### src/rtl/overload_frame_tx.sv
// rtl/overload_frame_tx.sv - CAN overload frame transmitter driven by the interframe-space detector
//
// Sends a FLAG_BITS-long dominant overload flag, waits out any flag
// superposition from other nodes, then checks a DELIM_BITS-long recessive
// delimiter. At most MAX_OVERLOADS frames are sent between isStart pulses.
//
// Optional feature macro: OVERLOAD_STUCK_DETECT_EN
//   defined   - WAIT_REC gives up after MAX_SUPERPOS dominant bits (stuckError)
//   undefined - WAIT_REC waits for a recessive bit indefinitely, stuckError = 0
//
// Ports:
//   clk          in   system clock, rising edge
//   rst          in   synchronous active-high reset
//   samplePoint  in   one-clk strobe per bit time at the sample point
//   canRX        in   bus level (1 = recessive)
//   isOverload   in   overload request from the interframe-space detector
//   isStart      in   start of frame; clears the overload counter
//   canTX        out  transmit level (1 = recessive)
//   endOverload  out  high for one bit time after the delimiter completes
//   busy         out  high while a frame is in progress
//   bitError     out  one-clk pulse: flag bit read back recessive
//   formError    out  one-clk pulse: dominant bit inside the delimiter
//   stuckError   out  one-clk pulse: too many dominant bits after the flag

module overload_frame_tx #(
    parameter int unsigned FLAG_BITS     = 6,
    parameter int unsigned DELIM_BITS    = 8,
    parameter int unsigned MAX_OVERLOADS = 2,
    parameter int unsigned MAX_SUPERPOS  = 14
) (
    input  logic clk,
    input  logic rst,
    input  logic samplePoint,
    input  logic canRX,
    input  logic isOverload,
    input  logic isStart,
    output logic canTX,
    output logic endOverload,
    output logic busy,
    output logic bitError,
    output logic formError,
    output logic stuckError
);

    localparam int unsigned BIT_W = $clog2(DELIM_BITS + 1);
    localparam logic [BIT_W-1:0] FLAG_LAST  = BIT_W'(FLAG_BITS);
    localparam logic [BIT_W-1:0] DELIM_LAST = BIT_W'(DELIM_BITS);
    localparam logic [BIT_W-1:0] BIT_ONE    = BIT_W'(1);
    localparam logic [1:0]       OVL_MAX    = 2'(MAX_OVERLOADS);

    // The flag is counted in the same counter as the delimiter, and the
    // overload counter is two bits wide.
    if (FLAG_BITS < 1 || FLAG_BITS > DELIM_BITS || DELIM_BITS < 1 ||
        MAX_OVERLOADS < 1 || MAX_OVERLOADS > 3 || MAX_SUPERPOS < 1) begin : g_param_check
        $error("overload_frame_tx: unsupported parameter combination");
    end

    typedef enum logic [1:0] {
        IDLE,
        FLAG,
        WAIT_REC,
        DELIM
    } state_t;

    state_t           state;
    logic [BIT_W-1:0] bit_cnt;
    logic [BIT_W-1:0] bit_cnt_inc;
    logic [1:0]       ovl_cnt;
    logic             delim_done;

    assign bit_cnt_inc = bit_cnt + BIT_ONE;

    // Strobe on which the last delimiter bit is sampled recessive. With a
    // one-bit delimiter the first recessive bit in WAIT_REC already ends it.
    always_comb begin
        delim_done = 1'b0;
        if (samplePoint && canRX) begin
            if (state == WAIT_REC) begin
                delim_done = (DELIM_LAST == BIT_ONE);
            end else if (state == DELIM) begin
                delim_done = (bit_cnt_inc == DELIM_LAST);
            end
        end
    end

`ifdef OVERLOAD_STUCK_DETECT_EN
    localparam int unsigned DOM_W = $clog2(MAX_SUPERPOS + 1);
    localparam logic [DOM_W-1:0] DOM_LAST = DOM_W'(MAX_SUPERPOS);
    localparam logic [DOM_W-1:0] DOM_ONE  = DOM_W'(1);

    logic [DOM_W-1:0] dom_cnt;
    logic [DOM_W-1:0] dom_cnt_inc;

    assign dom_cnt_inc = dom_cnt + DOM_ONE;
`else
    assign stuckError = 1'b0;
`endif

    always_ff @(posedge clk) begin
        if (rst) begin
            state       <= IDLE;
            canTX       <= 1'b1;
            endOverload <= 1'b0;
            busy        <= 1'b0;
            bitError    <= 1'b0;
            formError   <= 1'b0;
            bit_cnt     <= '0;
            ovl_cnt     <= 2'd0;
`ifdef OVERLOAD_STUCK_DETECT_EN
            stuckError  <= 1'b0;
            dom_cnt     <= '0;
`endif
        end else begin
            bitError  <= 1'b0;
            formError <= 1'b0;
`ifdef OVERLOAD_STUCK_DETECT_EN
            stuckError <= 1'b0;
`endif
            if (samplePoint) begin
                // endOverload only ever rises in IDLE, so every strobe
                // clears it; a request on that strobe is still accepted.
                endOverload <= 1'b0;
                unique case (state)
                    IDLE: begin
                        canTX <= 1'b1;
                        if (isOverload && (ovl_cnt < OVL_MAX)) begin
                            state   <= FLAG;
                            busy    <= 1'b1;
                            canTX   <= 1'b0;
                            bit_cnt <= '0;
                        end
                    end
                    FLAG: begin
                        if (canRX) begin
                            bitError <= 1'b1;
                            canTX    <= 1'b1;
                            busy     <= 1'b0;
                            state    <= IDLE;
                        end else begin
                            bit_cnt <= bit_cnt_inc;
                            if (bit_cnt_inc == FLAG_LAST) begin
                                canTX <= 1'b1;
                                state <= WAIT_REC;
`ifdef OVERLOAD_STUCK_DETECT_EN
                                dom_cnt <= '0;
`endif
                            end
                        end
                    end
                    WAIT_REC: begin
                        canTX <= 1'b1;
                        if (canRX) begin
                            // First recessive bit is delimiter bit 1.
                            bit_cnt <= BIT_ONE;
                            if (delim_done) begin
                                endOverload <= 1'b1;
                                busy        <= 1'b0;
                                state       <= IDLE;
                            end else begin
                                state <= DELIM;
                            end
                        end else begin
`ifdef OVERLOAD_STUCK_DETECT_EN
                            if (dom_cnt_inc == DOM_LAST) begin
                                stuckError <= 1'b1;
                                busy       <= 1'b0;
                                state      <= IDLE;
                            end
                            if (dom_cnt < DOM_LAST) begin
                                dom_cnt <= dom_cnt_inc;
                            end
`endif
                        end
                    end
                    DELIM: begin
                        canTX <= 1'b1;
                        if (!canRX) begin
                            formError <= 1'b1;
                            busy      <= 1'b0;
                            state     <= IDLE;
                        end else begin
                            bit_cnt <= bit_cnt_inc;
                            if (delim_done) begin
                                endOverload <= 1'b1;
                                busy        <= 1'b0;
                                state       <= IDLE;
                            end
                        end
                    end
                    default: begin
                        canTX <= 1'b1;
                        busy  <= 1'b0;
                        state <= IDLE;
                    end
                endcase
            end

            // isStart is checked last so it wins over a completing frame.
            if (isStart) begin
                ovl_cnt <= 2'd0;
            end else if (delim_done && (ovl_cnt < OVL_MAX)) begin
                ovl_cnt <= ovl_cnt + 2'd1;
            end
        end
    end

endmodule

### config.mk
export PLATFORM = sky130hd
export DESIGN_NAME = overload_frame_tx
export DESIGN_NICKNAME = d
export VERILOG_FILES = /design/src/rtl/overload_frame_tx.sv
export SDC_FILE = /design/constraint.sdc
export NUM_CORES = 1
export LEC_CHECK = 0
export ABC_AREA = 1
export CAP_MARGIN = 40
export CORE_UTILIZATION = 54
export DETAILED_ROUTE_END_ITERATION = 8
export GPL_TIMING_DRIVEN = 1
export PLACE_DENSITY = 0.8
export SKIP_LAST_GASP = 1
export SLEW_MARGIN = 20
export SYNTH_ARGS = -nofsm -noshare
export SYNTH_HDL_FRONTEND = slang
export SYNTH_SLANG_ARGS = --single-unit
export TNS_END_PERCENT = 20
### constraint.sdc
create_clock -name clk -period 4.1 [get_ports clk]
set_clock_uncertainty 0.2 [all_clocks]
set_input_delay 1.025 -clock clk [delete_from_list [all_inputs] [get_ports clk]]
set_output_delay 1.025 -clock clk [all_outputs]
set_load 0.03 [all_outputs]
==> impl_metrics.tcl <==
set metrics [dict create \
    grt_max_degree 9 \
    cpPeakStageDelay_ns 0.67 \
    rsz0062_at_grt "false" \
    netlist_area_um2 744 \
    setup_tns_ns 0 \
    synth_nets 111 \
    first_global_vias 606 \
    root_buffer "clkbuf_4" \
    portBuffers 10 \
    netlist_top_cells_count "18 x nand2_1, 13 x dfxtp_1, 12 x inv_1" \
    firstDrtPassIters 4 \
    die_h_um 39.1 \
    final_nets 124 \
    synth_top_family_by_area "simple AND/OR/NAND/NOR gates" \
    grt_overflow 0 \
    maxCapViolCount 0 \
    outcome "completed" \
    grt_usage_pct 22.9 \
    syn_avg_cell_area_um2 7.23 \
    leakage_nw 0.365 \
    cp.arrival_ns 1.30 \
    ios 12 \
    clk_pin_slew_ns 0.09 \
    hold_class "reg -> reg" \
    ys_seq_area_share_pct 35.0 \
    syn_to_final_growth_pct 17.0 \
    finalCritPeriodShare_pct 61.5 \
    start_util_pct 57.9 \
    numCtsBuffers 3 \
    final_antenna_net_count 0 \
    synthMuxAreaShare_pct 0 \
    place_hpwl_mm 1.13 \
    yosys.area_share.simple_pct 40.7 \
    finalSetupViolCount 0 \
    cpLargestDelayFamily "buffers and inverters" \
    synth_edf_count 0 \
    dr_total_vias 683 \
    ys_top_cells_by_area "dfxtp_1 35%, nand2_1 9.1%, inv_1 6.1%" \
    yosys_warnings 0 \
    clock-sinks 13 \
    netlist_instances 103 \
    core_um2 1280 \
    worstPathCellList "clkdlybuf4s50_1" \
    synth-seq-cells 13 \
    cp_data_required_time_ns 2.87 \
    yosys.area.top_type_share_pct 35.0 \
    vdd_drop_max_mv 0.262 \
    vias_per_cell 5.25 \
    h-tree-depth 1 \
    layout-drive-gt1-share_pct 20.9 \
    critical_path_class "reg -> out" \
    min_period_ns 2.52 \
    antenna_cells 0 \
    die_area_um2 1530 \
    gp_congestion 0.792 \
    crit_slowest_cell "clkdlybuf4s50_1" \
    path_max_fanout 2 \
    clk_latency_ns 0.29 \
    hold_viol 0 \
    routedWlPerCell_um 11.3 \
    cts_resized 0 \
    max_freq_mhz 397 \
    cellPowerDensity_nw_per_um2 363 \
    power_w 0.000316 \
    synth_ff_type "dfxtp_1" \
    cts_setup_buffers 0 \
    die_width_um 39.1 \
    grt_pass1_wl_mm 2.38 \
    synthAdderAreaFrac_pct 3.36 \
    num_rows 13 \
    synth-compound-area-share_pct 10.4 \
    antenna_found_initial 0 \
    clock_path_buffers 2 \
    cts_tree "yes" \
    yosysTopAreaCell "dfxtp_1" \
    cts_hold_buf 0 \
    crit_buf_inv 1 \
    async_reset_ff_share_pct 0 \
    yosysMostFrequentCell "nand2_1" \
    drt-total-wl_mm 1.47 \
    cp-start-kind "flop" \
    endpoint_kind "output pin" \
    synth-xor-area-share_pct 0 \
    finalMaxSlewViolations 0 \
    drt_iter0_drc 12 \
    ys_types 24 \
    drc 0 \
]
## power breakdown
group	switching, W	internal, W	total, W
registers	0.0000128	0.000136	0.000149
logic	0.0000502	0.0000305	0.0000807
clock network	0.0000480	0.0000378	0.0000858
total	0.000111	0.000205	0.000316
## routing by layer
layer	track usage, %	wire, um	vias to the layer above
met5	0	0	-
met3	5.20	43	2
li1	-	-	353
met4	7.76	16	0
met2	37.5	717	13
met1	29.1	690	315
## worst paths after layout
check | slack, ns | cells after the start | startpoint | endpoint
worst max-delay path | 1.58 | 1 | endOverload | endOverload
worst min register to register | 0.26 | 2 | busy | busy
worst max register to register | 2.47 | 11 | bit_cnt[0] | state[0]
worst min-delay path | 0.26 | 2 | busy | busy
## cell families after synthesis
group / after synthesis
DFF: 13
other: 1
adders and majority gates: 2
AOI/OAI and AO/OA: 15
and+or+nand+nor: 55
buffers and inverters: 17
## registers in the layout, summed over array words and instances, names as in the netlist
name and count:
formError 1, bit_cnt 4, busy 1, bitError 1
ovl_cnt 2, canTX 1, endOverload 1, state 2
## metrics by stage
stage	instances	util, %	area [um2]	setup WS (ns)	hold slack, ns
after CTS	130	67.8	871	1.58	0.269
final	130	67.8	871	1.58	0.264
after global routing	130	67.8	871	1.51	0.307
after global placement	126	65.7	845	1.52	0.252
after floorplan	103	-	744	2.22	0.265
after detailed placement	126	65.7	845	1.52	0.257
## layout make-up
cell class	count	area [um2]
inverters	15	56.3
multi-input cells	73	409
fillers	122	414
repair buffers	10	100
well taps	15	18.8
clock buffers	4	26.3
flip-flops and latches	13	260
## placed cells by master, fill, tap and decap left out
master,count
a21oi_1,8
and3_1,1
clkbuf_1,1
clkbuf_4,3
clkdlybuf4s50_1,10
conb_1,1
dfxtp_1,13
ha_1,2
inv_1,12
inv_2,3
nand2_1,18
nand2_2,6
nand2_4,2
nand3_1,6
nand3_2,3
nand4_1,4
nor2_1,7
nor2_2,4
nor2_4,1
nor3_1,1
nor3_2,1
o21ai_0,1
o21ai_1,5
o31ai_1,1
or2_2,1
## worst register-to-register path, cell delays in order, from the launching register on
cell and delay (ns):
dfxtp_1 0.46, ha_1 0.23, inv_1 0.06, nand2_2 0.06, nand2_2 0.05, nor2_2 0.07, nand2_1 0.09, nand2_2 0.09
nand3_2 0.07, nand2_1 0.06, inv_1 0.05, nor2_2 0.08
No activity file was read; power rests on OpenSTA's default activity.
